==> src/rtl/pixel_stream_source.sv <==
// Frame buffer that streams one stored frame to the conv engine on run, then waits for done.
// Defining BUBBLE_EN adds a gap_cycles input that inserts idle cycles between pixels.
module pixel_stream_source #(
  parameter int unsigned IMG_W  = 8,
  parameter int unsigned IMG_H  = 8,
  parameter int unsigned PIX_W  = 8,
  parameter int unsigned ADDR_W = $clog2(IMG_W * IMG_H)
) (
  input  logic              clk,
  input  logic              rst,
  input  logic              load_en,
  input  logic [ADDR_W-1:0] load_addr,
  input  logic [PIX_W-1:0]  load_data,
  input  logic              run,
  input  logic              conv_done,
`ifdef BUBBLE_EN
  input  logic [3:0]        gap_cycles,
`endif
  output logic              start_signal,
  output logic              pixel_valid,
  output logic [PIX_W-1:0]  pixel_out,
  output logic              busy,
  output logic              frame_done,
  output logic [ADDR_W:0]   pix_count
);

  localparam int unsigned NPIX  = IMG_W * IMG_H;
  localparam int unsigned CNT_W = ADDR_W + 1;

  typedef enum logic [2:0] {
    S_IDLE,
    S_START,
    S_STREAM,
    S_WAIT_DONE,
    S_DONE
  } state_t;

  state_t            state, state_d;
  logic [PIX_W-1:0]  mem [NPIX];
  logic              done_latch, done_latch_d;
  logic              start_d, valid_d, busy_d, frame_done_d;
  logic [PIX_W-1:0]  pixel_d;
  logic [CNT_W-1:0]  count_d;
  logic              emit;
  logic              in_gap;

`ifdef BUBBLE_EN
  logic [3:0] gap_len, gap_len_d, gap_cnt, gap_cnt_d;
  assign in_gap = (gap_cnt != 4'd0);
`else
  assign in_gap = 1'b0;
`endif

  // Frame storage: writable only while idle; never cleared by reset.
  always_ff @(posedge clk) begin
    if (rst && load_en && (state == S_IDLE) && (32'(load_addr) < NPIX))
      mem[load_addr] <= load_data;
  end

  // Next-state and next-output logic; pix_count doubles as the read address.
  always_comb begin
    state_d      = state;
    done_latch_d = done_latch;
    start_d      = 1'b0;
    valid_d      = 1'b0;
    frame_done_d = 1'b0;
    pixel_d      = pixel_out;
    count_d      = pix_count;
    emit         = 1'b0;
`ifdef BUBBLE_EN
    gap_len_d    = gap_len;
    gap_cnt_d    = gap_cnt;
`endif
    unique case (state)
      S_IDLE: begin
        done_latch_d = 1'b0;
        if (run) begin
          state_d = S_START;
          start_d = 1'b1;
          count_d = '0;
`ifdef BUBBLE_EN
          gap_len_d = gap_cycles;
          gap_cnt_d = 4'd0;
`endif
        end
      end
      S_START: begin
        done_latch_d = done_latch | conv_done;
        emit         = 1'b1;
        state_d      = S_STREAM;
      end
      S_STREAM: begin
        done_latch_d = done_latch | conv_done;
        if (in_gap) begin
`ifdef BUBBLE_EN
          gap_cnt_d = gap_cnt - 4'd1;
`endif
        end else if (pix_count == CNT_W'(NPIX)) begin
          state_d = S_WAIT_DONE;
        end else begin
          emit = 1'b1;
        end
      end
      S_WAIT_DONE: begin
        if (conv_done || done_latch) begin
          state_d      = S_DONE;
          frame_done_d = 1'b1;
        end
      end
      S_DONE: begin
        state_d      = S_IDLE;
        done_latch_d = 1'b0;
      end
      default: state_d = S_IDLE;
    endcase

    if (emit) begin
      valid_d = 1'b1;
      pixel_d = mem[pix_count[ADDR_W-1:0]];
      count_d = pix_count + CNT_W'(1);
`ifdef BUBBLE_EN
      // No bubble after the final pixel.
      gap_cnt_d = (count_d == CNT_W'(NPIX)) ? 4'd0 : gap_len;
`endif
    end
    busy_d = (state_d != S_IDLE);
  end

  always_ff @(posedge clk) begin
    if (!rst) begin
      state        <= S_IDLE;
      done_latch   <= 1'b0;
      start_signal <= 1'b0;
      pixel_valid  <= 1'b0;
      pixel_out    <= '0;
      busy         <= 1'b0;
      frame_done   <= 1'b0;
      pix_count    <= '0;
`ifdef BUBBLE_EN
      gap_len      <= 4'd0;
      gap_cnt      <= 4'd0;
`endif
    end else begin
      state        <= state_d;
      done_latch   <= done_latch_d;
      start_signal <= start_d;
      pixel_valid  <= valid_d;
      pixel_out    <= pixel_d;
      busy         <= busy_d;
      frame_done   <= frame_done_d;
      pix_count    <= count_d;
`ifdef BUBBLE_EN
      gap_len      <= gap_len_d;
      gap_cnt      <= gap_cnt_d;
`endif
    end
  end

endmodule

==> config.mk <==
export PLATFORM = sky130hd
export DESIGN_NAME = pixel_stream_source
export DESIGN_NICKNAME = d
export VERILOG_FILES = /design/src/rtl/pixel_stream_source.sv
export SDC_FILE = /design/constraint.sdc
export NUM_CORES = 1
export LEC_CHECK = 0
export BUFFER_PORTS_ARGS = -buffer_cell sky130_fd_sc_hd__buf_2
export CAP_MARGIN = 30
export CORE_AREA = 4 4 212 214
export DETAILED_ROUTE_END_ITERATION = 10
export DIE_AREA = 0 0 216 218
export PLACE_DENSITY = 0.65
export SYNTH_ARGS = -nofsm -noshare
export SYNTH_HDL_FRONTEND = slang
export SYNTH_SLANG_ARGS = --single-unit
==> constraint.sdc <==
create_clock -name clk -period 3.32 [get_ports clk]
set_input_delay 0.332 -clock clk [delete_from_list [all_inputs] [get_ports clk]]
set_output_delay 0.332 -clock clk [all_outputs]
set_load 0.01 [all_outputs]
==> metrics.cfg <==
[yosys]
synth-seq-cells = 535
synth-edff-count = 512
ys_types = 58
synth_area_leaders = edfxtp_1 72%, mux2i_1 7.4%, mux4_2 5.1%
synth_fp_nets = 1215
synthFlopType = edfxtp_1
ys_seq_area_share_pct = 74.19
syn_area_um2 = 21340
yosysWarnings = 0
netlist_instances = 1194
syn_avg_cell_area_um2 = 17.88
synth_top_cell_area_share_pct = 72.03
synth_top_cell_by_area = edfxtp_1
async_flop_share_pct = 0

[layout]
final_util_pct = 57.18
final_cell_mix = 512 x edfxtp_1, 158 x mux2i_1, 94 x nor2_1, 94 x buf_4, 59 x a22oi_1
syn_to_final_growth_pct = 14.88
drive_above_1_share_pct = 21.09
final_common_cell = edfxtp_1
fin_nets = 1337
fin_area_um2 = 24520

[worst_setup_path]
critPathCaptureType = flop
critPathMaxFanout = 8
cp_slowest_stage_delay_ns = 0.90
required_ns = 3.53
path_cells = nor3_1 -> buf_4 -> nand4_1 -> inv_1 -> nand3_1 -> nor2_1
arrival_ns = 3.21
rrSetupSlack_ns = 0.33
critical_path_class = flop to flop
crit_path_start_kind = flop
crit_slowest_cell = nor2_1

[status]
status = completed

[routing]
top_layer = met4
drt-vias-per-instance = 5.927
dr.pass1.iters = 6
finalWirelength_mm = 51.41
drt-initial-drc-count = 1445
wire_per_inst_um = 26.40
route.detailed.drc = 0
routed-via-count = 11539
dr_wl_met2_mm = 23.24
detail-route-antenna-nets = 0
dr_wl_met3_mm = 5.132
m1WireLength_mm = 21.69

[global_route]
grt_max_degree = 66
overflow = 0
grtUsageTotal_pct = 21.97
antenna_found_initial = 1
grt_pass1_wl_mm = 76.50
grt_pass1_vias = 11517

[power_and_ir_drop]
p_clk_share_pct = 44.5
power.leakage_nw = 7.730
swShare_pct = 20.39
p_sw_mw = 2.997
power_frac_comb_pct = 4.7
ir_drop_uv = 420.9
power_density_nw_per_um2 = 599.4
internal_power_mw = 11.70
seqPwrFrac_pct = 50.8

[floorplanning]
row_count = 76
dieArea_um2 = 47090
io_pins = 38
die_w_um = 216
die_h_um = 218
core_um2 = 42890
initial_core_util_pct = 49.77

[worst_hold_path]
hp-class = input pin to flop

[sta]
slew_viol_final = 0
skew_ns = 0.02356
clock.fmax_ghz = 0.3341
period_minus_slack_ns = 2.993
setup_viol = 0
tightestPinTransition_ns = 1.007
rsz0062_at_grt = false
fin_ws_ns = 0.3269
relSlewSlack_pct = 32.87
final_hold_viol_count = 0
period_share_pct = 90.15
setup_tns_ns = 0

[cts]
cts_tree = built
clockRootBuffer = clkbuf_16
path_clk_slew_ns = 0.06
postCtsSetupRepairBufs = 0
clk_path_buf_depth = 3
h-tree-depth = 2
cts_hold_buf = 0
cts_sinks = 535
clk_latency_ns = 0.59
cts_made_buffers = 53
ctsResizeCount = 0

[placed_design]
place_ws_ns = 0.4024
numPortBuffers = 37
gp_congestion = 0.8832
place_hpwl_mm = 33.05
placed_area_um2 = 22600

[job]
cap_violations = 0

## worst max-delay path: cells and delay by family, from the launching register on
family / cells / cell delay, ns
buffers and inverters: 2 / 0.33
DFF: 1 / 0.37
and+or+nand+nor: 4 / 1.90
## through the flow
step,power (mW),cells,hold slack [ns]
after global routing,15.15,1946,0.03392
final,14.70,1947,0.03922
after detailed placement,8.299,1846,0.5243
after global placement,8.282,1844,0.5110
after floorplan,8.001,1194,0.4309
after CTS,14.80,1946,0.004201
## per-layer routing
layer,vias up,GRT usage [%]
li1,5034,-
met5,-,0
met4,0,5.974
met1,5876,32.11
met2,544,32.70
met3,85,6.409
## registers in the layout (all words and copies together) (netlist names)
signal,count
mem,512
pixel_out,8
pix_count,7
state,3
busy,1
done_latch,1
frame_done,1
pixel_valid,1
start_signal,1
## synthesized netlist by cell type, types with 2 or more instances
library cell / count
a21boi_0: 6
a21oi_1: 19
a21oi_2: 3
a221oi_1: 6
a22o_1: 4
a22oi_1: 59
a31oi_1: 5
and2_1: 5
and2b_1: 4
and3_1: 4
buf_1: 4
buf_2: 15
buf_4: 18
buf_6: 15
clkbuf_1: 12
clkbuf_4: 3
dfxtp_1: 23
edfxtp_1: 512
ha_1: 2
inv_1: 6
mux2_2: 6
mux2i_1: 158
mux4_1: 7
mux4_2: 48
nand2_1: 46
nand2b_1: 2
nand3_1: 21
nand3b_1: 8
nand4_1: 4
nor2_1: 94
nor2b_1: 4
nor3_1: 13
o2111ai_1: 6
o211ai_1: 4
o21ai_0: 13
o21ai_1: 6
o22ai_1: 2
o2bb2ai_1: 3
o32ai_1: 3
or3_1: 2
or3b_2: 2
## cell type report
type                            instances  area [µm²]
Inverter                                7       26.28
Sequential cell                       535       15850
Clock buffer                           64        1410
Multi-Input combinational cell        582        4992
Timing Repair Buffer                  137        1006
Fill cell                            3252       18370
Tap cell                              585       732.0
Clock inverter                         36       505.5
Antenna cell                            1       2.502
## cell families after synthesis
| family | Yosys count | share of synthesized area (%) |
|---|---|---|
| AO/OA/AOI/OAI | 149 | 5.118 |
| multiplexers | 219 | 13.65 |
| AND/OR/NAND/NOR | 212 | 4.502 |
| flip-flops | 535 | 74.19 |
| adder cells (fa/ha/maj) | 2 | 0.1172 |
| buffers and inverters | 77 | 2.421 |
## final timing paths
check	to	start	cells after the start
max	mem[7][7]	state[0]	6
min	busy	run	3
max reg2reg	mem[7][7]	state[0]	6
min reg2reg	pix_count[6]	pix_count[6]	2
## power groups by stage
stage	combinational (mW)	clock (mW)	sequential, mW
floorplan	0.416	0	7.59
global placement	0.676	0	7.61
detailed placement	0.692	0	7.61
CTS	0.695	6.64	7.46
global route	0.742	6.95	7.46
finish	0.695	6.54	7.46
Note: power is estimated with default switching activity, not from simulation.
